[config.mk]
export PLATFORM = sky130hd
export DESIGN_NAME = svm_vec_packer
export DESIGN_NICKNAME = d
export VERILOG_FILES = /design/src/rtl/svm_vec_packer.sv
export SDC_FILE = /design/constraint.sdc
export NUM_CORES = 1
export LEC_CHECK = 0
export ABC_AREA = 1
export CORE_AREA = 3 3 132 185
export DETAILED_ROUTE_END_ITERATION = 7
export DIE_AREA = 0 0 135 188
export PLACE_DENSITY_LB_ADDON = 0.05
export SYNTH_ARGS = -nofsm -noshare
export SYNTH_HDL_FRONTEND = slang
export SYNTH_SLANG_ARGS = --single-unit
[constraint.sdc]
create_clock -name clk -period 4.8 [get_ports clk]
set_input_delay 0.96 -clock clk [delete_from_list [all_inputs] [get_ports clk]]
set_output_delay 0.96 -clock clk [all_outputs]
set_load 0.1 [all_outputs]
[src/rtl/svm_vec_packer.sv]
// Producer side of the SVM feature FIFO: packs a byte stream into 128-bit words,
// always emitting exactly VEC_LEN/16 words per vector (zero-padded or truncated).
module svm_vec_packer #(
  parameter int unsigned VEC_LEN = 8192,
  parameter int unsigned CNT_W   = 16
) (
  input  logic             clk,
  input  logic             reset,
  input  logic [7:0]       in_data,
  input  logic             in_valid,
  input  logic             in_last,
  output logic             in_ready,
  output logic [127:0]     wr_data,
  output logic             wr_en,
  input  logic             wr_full,
  output logic             vec_done,
  output logic             short_err,
  output logic             long_err,
  output logic [CNT_W-1:0] vec_count
);

  typedef enum logic [2:0] {
    S_FILL,
    S_PUSH,
    S_PAD,
    S_DONE,
    S_DISCARD
  } state_e;

  localparam logic [CNT_W-1:0] VecLenC = CNT_W'(VEC_LEN);

  state_e             state_q;
  logic [127:0]       buf_q;
  logic [3:0]         lane_q;
  logic [CNT_W-1:0]   byte_cnt_q;
  logic               short_pend_q;
  logic               long_pend_q;
  logic               vec_done_q;
  logic               short_err_q;
  logic               long_err_q;
  logic [CNT_W-1:0]   vec_count_q;

  logic [CNT_W-1:0]   byte_cnt_d;
  logic [CNT_W-1:0]   byte_cnt_rnd_d;
  logic               end_of_len;
  logic               word_end;

  always_comb begin
    byte_cnt_d     = byte_cnt_q + CNT_W'(1);
    // A short vector counts its unwritten lanes, so padding proceeds on word boundaries.
    byte_cnt_rnd_d = {byte_cnt_d[CNT_W-1:4] + (CNT_W-4)'(|byte_cnt_d[3:0]), 4'b0000};
    end_of_len     = (byte_cnt_d == VecLenC);
    word_end       = (lane_q == 4'hF) || in_last || end_of_len;
  end

  assign in_ready  = (state_q == S_FILL) || (state_q == S_DISCARD);
  assign wr_en     = (state_q == S_PUSH) && !wr_full;
  assign wr_data   = buf_q;
  assign vec_done  = vec_done_q;
  assign short_err = short_err_q;
  assign long_err  = long_err_q;
  assign vec_count = vec_count_q;

  always_ff @(posedge clk) begin
    if (reset) begin
      state_q      <= S_FILL;
      buf_q        <= '0;
      lane_q       <= '0;
      byte_cnt_q   <= '0;
      short_pend_q <= 1'b0;
      long_pend_q  <= 1'b0;
      vec_done_q   <= 1'b0;
      short_err_q  <= 1'b0;
      long_err_q   <= 1'b0;
      vec_count_q  <= '0;
    end else begin
      // NOTE: pulse outputs default low here and are raised only on the cycle entering DONE.
      vec_done_q  <= 1'b0;
      short_err_q <= 1'b0;
      long_err_q  <= 1'b0;

      unique case (state_q)
        S_FILL: begin
          if (in_valid) begin
            buf_q[{lane_q, 3'b000} +: 8] <= in_data;
            lane_q     <= lane_q + 4'd1;
            byte_cnt_q <= byte_cnt_d;
            if (word_end) begin
              state_q      <= S_PUSH;
              short_pend_q <= in_last && !end_of_len;
              long_pend_q  <= !in_last && end_of_len;
              if (in_last && !end_of_len) begin
                byte_cnt_q <= byte_cnt_rnd_d;
              end
            end
          end
        end

        S_PUSH: begin
          if (!wr_full) begin
            buf_q  <= '0;
            lane_q <= '0;
            if (byte_cnt_q == VecLenC) begin
              state_q     <= S_DONE;
              vec_done_q  <= 1'b1;
              short_err_q <= short_pend_q;
              long_err_q  <= long_pend_q;
              vec_count_q <= vec_count_q + CNT_W'(1);
            end else if (short_pend_q) begin
              state_q <= S_PAD;
            end else begin
              state_q <= S_FILL;
            end
          end
        end

        S_PAD: begin
          byte_cnt_q <= byte_cnt_q + CNT_W'(16);
          state_q    <= S_PUSH;
        end

        S_DONE: begin
          byte_cnt_q   <= '0;
          lane_q       <= '0;
          short_pend_q <= 1'b0;
          long_pend_q  <= 1'b0;
          state_q      <= long_pend_q ? S_DISCARD : S_FILL;
        end

        S_DISCARD: begin
          if (in_valid && in_last) begin
            state_q <= S_FILL;
          end
        end

        default: state_q <= S_FILL;
      endcase
    end
  end

endmodule
# [Word level (Yosys, flattened, before mapping)]
# Cells that the tools add are included.
[totals] output_inout_bits=149 regBits=172 input_bits=13
[op_classes] bitwise_logic=3 n_shift=2 n_addsub=6 reduce_logical=24 n_mux=26 n_eq_ne=11
[ops] cell="$mux 128" n=2
[ops] cell="$pmux 128 s2" n=1
[ops] cell="$bwmux 128" n=1
[ops] cell="$shift 8x9->128 const A" n=1
[ops] cell="$shiftx 8x9->128" n=1
[ops] cell="$mux 16" n=3
[ops] cell="$pmux 16 s3" n=1
[ops] cell="$add 16x1->16 const B" n=2
[ops] cell="$eq 16x14->1 const B" n=2
[ops] cell="$add 16x5->16 const B" n=1
[ops] cell="$mux 3" n=5
[ops] cell="$pmux 3 s5" n=1
[ops] cell="$add 12x1->12" n=1
[ops] cell="$pmux 4 s3" n=1
[ops] cell="$reduce_and 3->1" n=4
[ops] cell="$neg 7->9" n=1
[ops] cell="$mux 4" n=2
[ops] cell="$reduce_or 4->1" n=2
[ops] cell="$eq 3x2->1 const B" n=2
[ops] cell="$ne 2x2->1 const B" n=3
[ops] cell="$reduce_bool 3->1" n=2
[ops] cell="$mux 1" n=5
[ops] cell="$add 4x1->4 const B" n=1
[ops] cell="$eq 4x4->1 const B" n=1
[ops] cell="14 further kinds" n=26

# [Logic depth before layout (Yosys ltp)]
# Gate-level depths: netlist of run 1.
[logic_depth] depth_word=8 depth_mapped=17 ltp_nobuf=16

# [Worst setup path before layout of run 1]
# Ideal clock, no wire load.
[synth_path] kind="register -> register" from="register state_q[1]" to="register byte_cnt_q[14]" path_stages_with_launch=10 slack_ns=1.391 synth_period_minus_slack_ns=3.409 path_buffers=1 t_required_ns=4.681 t_arrival_ns=3.290 path_cell_list="dfxtp_1 nor2_1 nand2_1 nor2_1 inv_1 o21ai_1 inv_1 clkbuf_1 o21ai_0 a21oi_1"
[synth_via] elab_chain_cells=3
[synth_lines] element="start: declaration" line="32" text="state_e state_q;"
[synth_lines] element="start signal: assignment" line="127" text="state_q <= long_pend_q ? S_DISCARD : S_FILL;"
[synth_lines] element="$eq 3x2->1 / $logic_not 3->1 (equally long branches)" line="82" text="unique case (state_q)"
[synth_lines] element="$reduce_bool 3->1 (no line) / $ne 2x2->1 (equally long branches)"
[synth_lines] element="$reduce_and 2->1 (no line)"
[synth_lines] element="end signal: assignment" line="87" text="byte_cnt_q <= byte_cnt_d;"
[synth_lines] element="end signal: assignment" line="93" text="byte_cnt_q <= byte_cnt_rnd_d;"
[synth_lines] element="end signal: assignment" line="118" text="byte_cnt_q <= byte_cnt_q + CNT_W'(16);"
[synth_lines] element="end: declaration" line="35" text="logic [CNT_W-1:0] byte_cnt_q;"
# Parallel ways exist; a longest one is shown, timed or not.
# A chain may end at the register's enable or synchronous reset.

# [Final worst setup path of run 1]
[layout_path] from="register lane_q[0]" to="register buf_q[19], in the netlist wr_data[19]"
[layout_via] elab_chain_cells=5
[layout_lines] element="start: declaration" line="34" text="logic [3:0] lane_q;"
[layout_lines] element="start signal: assignment" line="86" text="lane_q <= lane_q + 4'd1;"
[layout_lines] element="$neg 7->9 (*)" line="85" text="buf_q[{lane_q, 3'b000} +: 8] <= in_data;"
[layout_lines] element="$shiftx 8x9->128 / $shift 8x9->128 (equally long branches)" line="85"
[layout_lines] element="$bwmux 128 (*)" line="85"
[layout_lines] element="$mux 128 (*)" line="84" text="if (in_valid) begin"
[layout_lines] element="$pmux 128 s2 (*)" line="82"
[layout_lines] element="end signal: indexed assignment" line="85"
[layout_lines] element="end: declaration" line="33" text="logic [127:0] buf_q;"
# Mark *: on every way between the ends. The rest lies on a longest branch, timed or not. The select of a mux whose other input is x is not followed.

==> results of run 1 <==
==> routing by layer <==
layer | GRT usage, % | wire length (um)
met5 | 0 | 0
met2 | 37.4 | 13700
met4 | 7.41 | 673
met1 | 25.5 | 11400
met3 | 4.16 | 1170
==> report_power, final <==
group	internal [mW]	total [mW]	switching, mW
registers	1.46	1.51	0.0455
logic	0.165	0.739	0.574
clock network	0.841	1.49	0.654
==> Yosys cell counts (all sizes together) <==
library cell | count | area (um2)
nand2 | 363 | 1360
a211oi | 1 | 7.51
a21oi | 176 | 892
or3 | 1 | 6.26
or2 | 1 | 6.26
nor2 | 84 | 367
o21ai | 53 | 265
clkinv | 1 | 3.75
xnor2 | 4 | 35.0
o31ai | 2 | 15.0
o21a | 3 | 22.5
nor3 | 36 | 220
dfxtp | 172 | 3440
nand3 | 101 | 505
a31oi | 2 | 12.5
o22ai | 1 | 6.26
buf | 10 | 56.3
xor2 | 6 | 52.6
clkbuf | 26 | 97.6
nor3b | 1 | 7.51
ha | 11 | 138
inv | 74 | 278
and3 | 2 | 12.5
nor4 | 2 | 18.8
o211ai | 1 | 7.51
nand4 | 14 | 87.6
==> kinds of logic after synthesis <==
logic type	count (synthesis)
buffers and inverters	111
AO/OA/AOI/OAI	239
AND/OR/NAND/NOR	605
XOR/XNOR	10
adder cells (fa/ha/maj)	11
flip-flops	172
==> through the flow <==
stage / cell area (um2) / hold slack [ns] / util, % / instances
after floorplan: 7930 / 0.439 / - / 1148
after global placement: 9790 / 0.447 / 42.5 / 1583
after detailed placement: 9790 / 0.453 / 42.5 / 1583
after CTS: 10400 / 0.465 / 45.2 / 1615
after global routing: 10400 / 0.478 / 45.2 / 1615
final: 10400 / 0.460 / 45.2 / 1615
==> registers in the layout, indices dropped and copies added (netlist names) <==
name and flops:
long_err 1, vec_count 16, byte_cnt_q 16, state_q 3, long_pend_q 1, short_err 1, short_pend_q 1, wr_data 128
vec_done 1, lane_q 4
==> cell type report <==
class | count | area (um2)
Tap cell | 306 | 383
Multi-Input combinational cell | 865 | 4050
Clock buffer | 17 | 425
Fill cell | 2350 | 12600
Timing Repair Buffer | 165 | 1640
Sequential cell | 172 | 3440
Inverter | 75 | 282
Clock inverter | 15 | 205
==> worst reg2reg max path: stages, from the launching register on <==
cell	delay (ns)
dfxtp_1	0.43
inv_1	0.31
ha_1	0.68
inv_1	0.29
nor2_1	0.18
nand2_1	0.08
nor2_1	0.61
o21ai_1	0.40
nand2_1	0.14
a21oi_1	0.06
==> worst paths after layout <==
kind	depth (start not counted)	endpoint	startpoint
setup reg to reg	9	wr_data[19]	lane_q[0]
hold reg to reg	2	wr_data[18]	wr_data[18]
hold / removal	2	wr_data[18]	wr_data[18]
setup / recovery	9	wr_data[19]	lane_q[0]
==> impl_metrics.ini, run 1 <==
[setup_path]
cp_cell_sequence = inv_1, ha_1, inv_1, nor2_1, nand2_1, nor2_1, o21ai_1, nand2_1, a21oi_1
rrSetupSlack_ns = 1.45
cp-end-kind = flop
required_ns = 5.07
worst_setup_path_start_kind = flop
slowest_delay_ns = 0.68
crit_arrival_ns = 3.62
critPathKind = reg -> reg
crit_slowest_cell = ha_1
crit_family = simple AND/OR/NAND/NOR gates
worst-path-max-fanout = 22
crit_buf_inv = 2

[cells_and_area]
layout_common_cells = 363 x nand2_1, 175 x a21oi_1, 172 x dfxtp_1
fin_nets = 1320
layout_commonest_cell = nand2_1
drive_gt1_share_pct = 5.27
area_delta_synth_final_pct = 31.5
antennaDiodeCount = 0

[place]
place_congestion = 0.879
numPortBuffers = 161
dp_hpwl_um = 19400
dp_slack_ns = 1.33

[sta]
slew_violations = 0
max_slew_margin_pct = 22.6
fin_worst_skew_ns = 0.0134
period_share_pct = 69.7
finalSetupTns_ns = 0
fmax_mhz = 299
setup_slack_ns = 1.45
hold_viol = 0
period_minus_slack_ns = 3.35
worstMarginPinSlew_ns = 1.16
rsz0062_at_grt = no
setup_viol = 0

[floorplan]
core_area_um2 = 23000
start_util_pct = 34.4
die_x_um = 135
num_rows = 66
pin_count = 162
die-area_um2 = 25400
die_height_um = 188

[global_route]
gr-total-overflow = 0
grt_usage_pct = 21.2
antenna_found_initial = 0
grt_pass1_wl_um = 42700
grt_max_degree = 106
grt_pass1_vias = 7824

[detailed_routing]
wire_per_inst_um = 16.6
drtIter0Drc = 375
vias = 8016
wl_um = 26900
first_pass_iters = 5
drc = 0
viasPerCell = 4.96
postRouteAntennaNets = 0

[cts]
htree_levels = 4
holdBufCountCts = 0
cts_made_buffers = 17
post_cts_buffers = 0
clk_latency_ns = 0.44
root_buffer = clkbuf_16
cts_resized = 0
cts_tree = done
clock-sinks = 172
clk_pin_slew_ns = 0.07
cts.path.max_buffers = 2

[logic_synthesis]
syn-num-nets = 1172
yosys.area_share.simple_pct = 32.7
synth_compound_area_share_pct = 15.5
synthMuxAreaShare_pct = 0
synth_top_family_by_area = simple AND/OR/NAND/NOR gates
synth_area_um2 = 7930
yosys_register_bits = 172
syn_inst = 1148
synth-xor-area-share_pct = 1.10
synth_fa_ha_area_share_pct = 1.74
ys_warn_count = 0
synth_cell_types = 36
yosysSeqAreaShare_pct = 43.4
syn_avg_cell_area_um2 = 6.90

[power]
leakagePower_nw = 3.56
irDropWorstVdd_mv = 0.281
finalPower_mw = 3.74
power_density_nw_per_um2 = 359

[flow_run]
max_cap_violations = 0

[min_path]
hold_class = reg -> reg

[outcome]
status = complete, no violations
No activity file was read; power rests on OpenSTA's default activity.
==> run 2: changes to the inputs <==
- clock period: 4.8 -> 3.1 ns (I/O delays scaled with it)
==> impl_metrics.ini, run 2 (synthesized netlist as in run 1, its figures left out) <==
[cts]
clk_pin_slew_ns = 0.08
post_cts_buffers = 0
clk_latency_ns = 0.43
holdBufCountCts = 0
cts_resized = 0
root_buffer = clkbuf_16
cts_tree = done
cts_made_buffers = 17
clock-sinks = 172
htree_levels = 4
cts.path.max_buffers = 2

[sta]
hold_viol = 0
slew_violations = 0
fin_worst_skew_ns = 0.0110
period_share_pct = 89.1
worstMarginPinSlew_ns = 0.925
rsz0062_at_grt = no
finalSetupTns_ns = 0
fmax_mhz = 362
max_slew_margin_pct = 38.3
setup_viol = 0
period_minus_slack_ns = 2.76

[detailed_routing]
wl_um = 27000
vias = 8142
viasPerCell = 4.93
drtIter0Drc = 544
wire_per_inst_um = 16.3
drc = 0
first_pass_iters = 5
postRouteAntennaNets = 0

[power]
irDropWorstVdd_mv = 0.395
leakagePower_nw = 4.04
finalPower_mw = 5.67
power_density_nw_per_um2 = 550

[global_route]
antenna_found_initial = 0
grt_pass1_wl_um = 43200
grt_usage_pct = 21.3
grt_max_degree = 145
gr-total-overflow = 0
grt_pass1_vias = 7778

[place]
dp_hpwl_um = 19300
place_inst = 1620
numPortBuffers = 161
place_congestion = 0.860
dpl-instance-area_um2 = 9730

[setup_path]
worst-path-max-fanout = 12
critPathKind = reg -> reg
cp_cell_sequence = ha_1, nand2_1, nor2_1, nand3_1, nand2_1, nand2_1, nor2_1, nand3_1, nand2_1, buf_4, nand2_1, nand2_1, nand2_1, a21oi_1
reg2reg_depth = 14
cp-end-kind = flop
path_common_cell = nand2_1
crit_slowest_cell = dfxtp_1
crit_arrival_ns = 3.13
required_ns = 3.47
worst_setup_path_start_kind = flop
slowest_delay_ns = 0.39
path_depth = 14
crit_family = simple AND/OR/NAND/NOR gates
crit_buf_inv = 1

[min_path]
holdPathStages = 2
hold_class = reg -> reg

[cells_and_area]
stdcell_count = 1652
drive_gt1_share_pct = 18.9
fin_nets = 1357
area_delta_synth_final_pct = 30.1
fillers = 2393
largest_reg_flops = 128
antennaDiodeCount = 0
final_area_um2 = 10300
layout_commonest_cell = nand2_1
layout_common_cells = 363 x nand2_1, 189 x buf_4, 175 x a21oi_1

[floorplan]
core_area_um2 = 23000
die_x_um = 135
pin_count = 162
num_rows = 66
die_height_um = 188
start_util_pct = 34.4
die-area_um2 = 25400

[outcome]
status = complete, no violations

[flow_run]
max_cap_violations = 0
==> run 2: cell count changes in the layout (fill, tap and decap cells not counted), sizes merged <==
cell	delta
buf	+185
bufinv	-3
clkdlybuf4s50	-148
clkinv	+4
clkinvlp	-1
==> run 2: path summary, 6_finish.rpt <==
kind	from	to	slack, ns
min reg2reg	wr_data[65]	wr_data[65]	0.46
max reg2reg	byte_cnt_q[4]	byte_cnt_q[13]	0.34
min	wr_data[65]	wr_data[65]	0.46
max	byte_cnt_q[4]	byte_cnt_q[13]	0.34
==> run 2: report_power, final <==
part           switching [mW]  internal, mW  leakage (nW)
logic                   0.912         0.313          2.38
registers              0.0638          2.27          1.39
clock network            1.04          1.07         0.275
total                    2.01          3.66          4.04
==> run 2: cell type report <==
type                       instances  area [um2]  area share, %
multi-input combinational        865        4050           39.3
timing repair buffer             202        1570           15.2
inverter                          75         282           2.73
clock buffer                      17         425           4.13
tap                              306         383           3.71
clock inverter                    15         155           1.50
sequential                       172        3440           33.4
==> run 2: stage by stage <==
stage	setup slack (ns)	utilization, %	hold WS, ns
2_1_floorplan	0.180	-	0.439
3_3_place_gp	0.327	42.2	0.449
3_5_place_dp	0.306	42.2	0.453
4_1_cts	0.329	44.7	0.464
5_1_grt	0.00751	44.7	0.479
6_report	0.337	44.7	0.459
==> run 2: routing by layer <==
layer / track usage [%] / part of all wire [%] / vias up
li1: - / - / 4177
met1: 26.5 / 42 / 3768
met2: 38.0 / 53 / 180
met3: 3.84 / 3.7 / 17
met4: 5.08 / 1.1 / 0
met5: 0 / 0 / -
==> run 2: worst reg2reg max path, cell delays in order, from the launching register on <==
cell and delay [ns]:
dfxtp_1 0.39, ha_1 0.27, nand2_1 0.11, nor2_1 0.35
nand3_1 0.13, nand2_1 0.11, nand2_1 0.13, nor2_1 0.12
nand3_1 0.22, nand2_1 0.23, buf_4 0.22, nand2_1 0.07
nand2_1 0.08, nand2_1 0.11, a21oi_1 0.15
